<file path="config.mk">
export PLATFORM = sky130hd
export DESIGN_NAME = pipe_stage_reg
export DESIGN_NICKNAME = d
export VERILOG_FILES = /design/src/rtl/pipe_stage_reg.sv
export SDC_FILE = /design/constraint.sdc
export NUM_CORES = 1
export LEC_CHECK = 0
export CAP_MARGIN = 20
export CORE_AREA = 2 2 137 106
export CTS_BUF_LIST = sky130_fd_sc_hd__clkbuf_8
export CTS_CLUSTER_SIZE = 12
export DETAILED_ROUTE_END_ITERATION = 7
export DIE_AREA = 0 0 139 108
export DONT_BUFFER_PORTS = 1
export PLACE_DENSITY = 0.71
export RECOVER_POWER = 25
export SLEW_MARGIN = 10
export SYNTH_ARGS = -nofsm -noshare
export SYNTH_HDL_FRONTEND = slang
export SYNTH_SLANG_ARGS = --single-unit
</file>
<file path="constraint.sdc">
create_clock -name clk -period 3.8 [get_ports clk]
set_input_delay 0.76 -clock clk [delete_from_list [all_inputs] [get_ports clk]]
set_output_delay 0.76 -clock clk [all_outputs]
set_load 0.005 [all_outputs]
</file>
<file path="src/rtl/pipe_stage_reg.sv">
// pipe_stage_reg: parametrised pipeline stage register with valid/ready handshake,
// optional two-entry skid buffer, controller hold (stall) and flush (squash to NOP).
// Ports:
//   clk, rst                  clock; asynchronous active-low reset
//   hold_i, flush_i           stall (freeze all state) / squash (empty the stage)
//   in_valid_i, in_ready_o,   upstream handshake and payload
//   in_data_i
//   out_valid_o, out_ready_i, downstream handshake and payload (NOP_VAL when invalid)
//   out_data_o
//   count_o                   occupied entries: 0, 1 or 2
module pipe_stage_reg #(
  parameter int             DW      = 64,
  parameter logic [DW-1:0]  NOP_VAL = {DW{1'b0}},
  parameter bit             SKID_EN = 1'b1
) (
  input  logic          clk,
  input  logic          rst,
  input  logic          hold_i,
  input  logic          flush_i,
  input  logic          in_valid_i,
  output logic          in_ready_o,
  input  logic [DW-1:0] in_data_i,
  output logic          out_valid_o,
  input  logic          out_ready_i,
  output logic [DW-1:0] out_data_o,
  output logic [1:0]    count_o
);
  typedef enum logic [1:0] {EMPTY, FULL, SKID} state_t;
  state_t        state_q, state_d;
  logic [DW-1:0] main_q, main_d, skid_q, skid_d;
  logic [1:0]    count_q, count_d;
  logic          in_fire, out_fire;
  // With the skid buffer the upstream ready depends only on registered state;
  // without it, a full stage can accept only when the downstream drains it this cycle.
  assign in_ready_o  = !hold_i && !flush_i &&
                       (SKID_EN ? (state_q != SKID) : (state_q == EMPTY || out_ready_i));
  assign out_valid_o = state_q != EMPTY;
  assign out_data_o  = main_q;
  assign count_o     = count_q;
  assign in_fire     = in_valid_i && in_ready_o;
  assign out_fire    = out_valid_o && out_ready_i && !hold_i;
  always_comb begin
    state_d = state_q;
    main_d  = main_q;
    skid_d  = skid_q;
    if (flush_i) begin
      state_d = EMPTY;
      main_d  = NOP_VAL;
      skid_d  = NOP_VAL;
    end else begin
      case (state_q)
        EMPTY: if (in_fire) begin
          state_d = FULL;
          main_d  = in_data_i;
        end
        FULL: begin
          if (in_fire && out_fire) main_d = in_data_i;
          else if (in_fire && SKID_EN) begin
            state_d = SKID;
            skid_d  = in_data_i;
          end else if (out_fire) begin
            state_d = EMPTY;
            main_d  = NOP_VAL;
          end
        end
        SKID: if (out_fire) begin
          state_d = FULL;
          main_d  = skid_q;
          skid_d  = NOP_VAL;
        end
        default: begin
          state_d = EMPTY;
          main_d  = NOP_VAL;
          skid_d  = NOP_VAL;
        end
      endcase
    end
    count_d = (state_d == SKID) ? 2'd2 : (state_d == FULL) ? 2'd1 : 2'd0;
  end
  always_ff @(posedge clk or negedge rst) begin
    if (!rst) begin
      state_q <= EMPTY;
      main_q  <= NOP_VAL;
      skid_q  <= NOP_VAL;
      count_q <= 2'd0;
    end else begin
      state_q <= state_d;
      main_q  <= main_d;
      skid_q  <= skid_d;
      count_q <= count_d;
    end
  end
endmodule
</file>
==> flow_metrics.env <==
export IMPL_cp_end_kind="register"
export IMPL_ys_types=36
export IMPL_dieHeight_um=108
export IMPL_grt_pass1_vias=5341
export IMPL_routed_wl_mm=17.50
export IMPL_cts_tree="yes"
export IMPL_fin_ws_ns=1.054
export IMPL_die_area_um2=15010
export IMPL_drt_pass1_iterations=5
export IMPL_ys_seq_area_share_pct=42.64
export IMPL_drt_first_iter_violations=417
export IMPL_finalPower_mw=3.218
export IMPL_synthTopCellsByArea="dfrtp_1 (43%), o32ai_2 (13%), mux2_2 (9.3%), mux2i_1 (8.3%), a32oi_1 (6.8%)"
export IMPL_max_cap_violations=0
export IMPL_syn_nets=748
export IMPL_drt_vias_per_instance=6.087
export IMPL_crit_fanout=74
export IMPL_period_minus_slack_ns=2.746
export IMPL_synthDominantCellAreaShare_pct=42.64
export IMPL_clkTransAtPathRegs_ns=0.08
export IMPL_pin_count=138
export IMPL_routedWlPerCell_um=20.93
export IMPL_worst_slew_pin_transition_ns=1.002
export IMPL_fin_crit_sh_pct=72.27
export IMPL_yosys_warnings=0
export IMPL_place_congestion=0.8126
export IMPL_worst_path_buf_inv=1
export IMPL_power_density_nw_per_um2=400.2
export IMPL_required_ns=4.17
export IMPL_drc=0
export IMPL_setup_viol=0
export IMPL_antenna_found_initial=0
export IMPL_clk_latency_ns=0.46
export IMPL_h_tree_depth=4
export IMPL_hold_path_class="input port to async pin"
export IMPL_cts_path_max_buffers=2
export IMPL_fin_nets=718
export IMPL_critical_path_startpoint="state_q[1]"
export IMPL_floorplan_initialDensity_pct=57.30
export IMPL_dp_hpwl_mm=11.10
export IMPL_power_switching_uw=888.1
export IMPL_grt_pass1_wl_mm=28.43
export IMPL_hold_viol=0
export IMPL_grt_max_degree=133
export IMPL_clkSinkCount=132
export IMPL_max_slew_margin_pct=33.23
export IMPL_p_seq_share_pct=48.2
export IMPL_fin_tns_setup_ns=0
export IMPL_fin_cells=836
export IMPL_p_int_mw=2.330
export IMPL_core_um2=13520
export IMPL_syn_cell_area_um2=7746
export IMPL_fmaxAchievable_mhz=364.1
export IMPL_dp_cells=802
export IMPL_pwr_share_clk_pct=37.7
export IMPL_crit_family="flip-flops"
export IMPL_yosysTopAreaCell="dfrtp_1"
export IMPL_cts_root_buf="clkbuf_8"
export IMPL_antennaDiodeCount=0
export IMPL_r2r_start="state_q[1]"
export IMPL_postLayoutCellArea_um2=8041
export IMPL_status="completed"
export IMPL_rows=37
export IMPL_leakage_nw=3.308
export IMPL_grt_overflow=0
export IMPL_cp_slowest_cell="dfrtp_4"
export IMPL_crit_chain="nand3b_1, nand3_4, buf_12, mux2i_1"
export IMPL_synthCells=678
export IMPL_crit_path_start_kind="register"
export IMPL_portBuffers=0
export IMPL_drv_slew=0
export IMPL_swShare_pct=27.60
export IMPL_ys_seq_elements=132
export IMPL_comb_power_share_pct=14.1
export IMPL_ir_drop_v=0.0002925
export IMPL_dp_slack_ns=1.052
export IMPL_worstSetupPathType="register to register"
export IMPL_crit_arrival_ns=3.12
export IMPL_drtAntennaViolNets=0
export IMPL_cpPeakStageDelay_ns=1.10
export IMPL_avgSynthCellArea_um2=11.43
export IMPL_area_growth_pct=3.812
export IMPL_cts_setup_buffers=0
export IMPL_drive_gt1_share_pct=27.08
export IMPL_place_area_um2=7600
export IMPL_clock_skew_ns=0.008681
export IMPL_dr_total_vias=5089
export IMPL_grt_usage_pct=24.20
export IMPL_die_w_um=139
export IMPL_cts_made_buffers=17
export IMPL_grt_setup_unrepaired="no"
## final timing paths
path	cells past startpoint	endpoint	slack (ns)
setup / recovery	4	skid_q[25]	1.05
hold / removal	1	out_data_o[24]	0.21
setup reg to reg	4	skid_q[25]	1.05
hold reg to reg	2	skid_q[23]	0.52
max in group asynchronous	1	state_q[1]	2.94
min in group clk	1	state_q[1]	0.36
## state kept, by name, indices dropped and copies added, names as in the netlist
register and count:
out_data_o 64, skid_q 64, count_o 2, state_q 2
## per-stage QoR
| stage | util [%] | hold slack, ns |
|---|---|---|
| 6_report | 59.49 | 0.2109 |
| 5_1_grt | 59.49 | 0.3071 |
| 4_1_cts | 59.34 | 0.2940 |
| 3_5_place_dp | 56.22 | 0.4692 |
| 3_3_place_gp | 56.22 | 0.4702 |
| 2_1_floorplan | - | 0.4644 |
## final cells by class
type,instances,area (um^2)
fill,1109,5477
multi-input combinational,354,3475
sequential,132,3307
inverter,129,484.2
clock buffer,18,247.7
tap,175,219.0
timing repair buffer,14,162.7
clock inverter,14,146.4
## cell families (layout without fill, tap and decap cells)
kind of cell              count (synthesis)  in the layout  share of synthesized area (%)
DFF                                     132            132                          42.64
and+or+nand+nor                          88             88                          5.298
muxes                                   129            129                          17.75
buffers and inverters                   192            175                          12.95
AOI/OAI and AO/OA                       136            136                          21.24
xor gates and xnor gates                  1              1                         0.1131
## layout by cell type (no fill, tap or decap), types with 4 or more instances in the layout
master,synthesis,final
inv_1,128,131
dfrtp_1,132,131
mux2_2,64,64
nand2_1,64,64
mux2i_1,64,64
a32oi_1,60,60
o32ai_2,60,60
clkbuf_8,0,18
buf_4,9,10
clkinv_2,0,6
nor3b_1,5,5
a22oi_1,5,5
nor2_1,5,4
o32ai_1,4,4
## power groups by stage
stage          sequential (mW)  clock, mW  combinational (mW)
6_report                  1.55       1.21               0.453
5_1_grt                   1.56       1.30               0.497
4_1_cts                   1.55       1.24               0.454
3_5_place_dp              1.58          0               0.421
3_3_place_gp              1.57          0               0.406
2_1_floorplan             1.55          0               0.391
## repair_timing
| item | in CTS | in global routing |
|---|---|---|
| gates resized for setup | 0 | 0 |
| hold endpoints to repair | 132 | 0 |
| hold buffers | 1 | 0 |
## cell usage after synthesis, drive strengths merged
cell type,count
a22oi,5
nor4b,1
and4b,1
nand3b,1
inv,129
nand4bb,1
buf,51
nor2b,1
mux2,64
nor3b,6
xnor2,1
a21oi,4
dfrtp,132
nand2,64
nor2,5
a2bb2oi,1
nor3,1
or3,2
and2b,1
mux2i,65
nand2b,2
a32oi,60
or2,1
o32ai,64
clkbuf,6
o21ai,2
nand3,1
bufbuf,6
## metal layers
layer | vias up | global-route usage (%) | wire length (um)
met4 | 0 | 8.442 | 245
met3 | 18 | 9.300 | 1511
met1 | 2566 | 29.45 | 7043
li1 | 2353 | - | -
met5 | - | 0 | 0
met2 | 152 | 39.90 | 8697
## worst reg2reg max path, stage by stage (launching register included)
cell and delay [ns]:
dfrtp_4 1.10, nand3b_1 0.36, nand3_4 0.67, buf_12 0.29, mux2i_1 0.24
No activity file was read; power rests on OpenSTA's default activity.
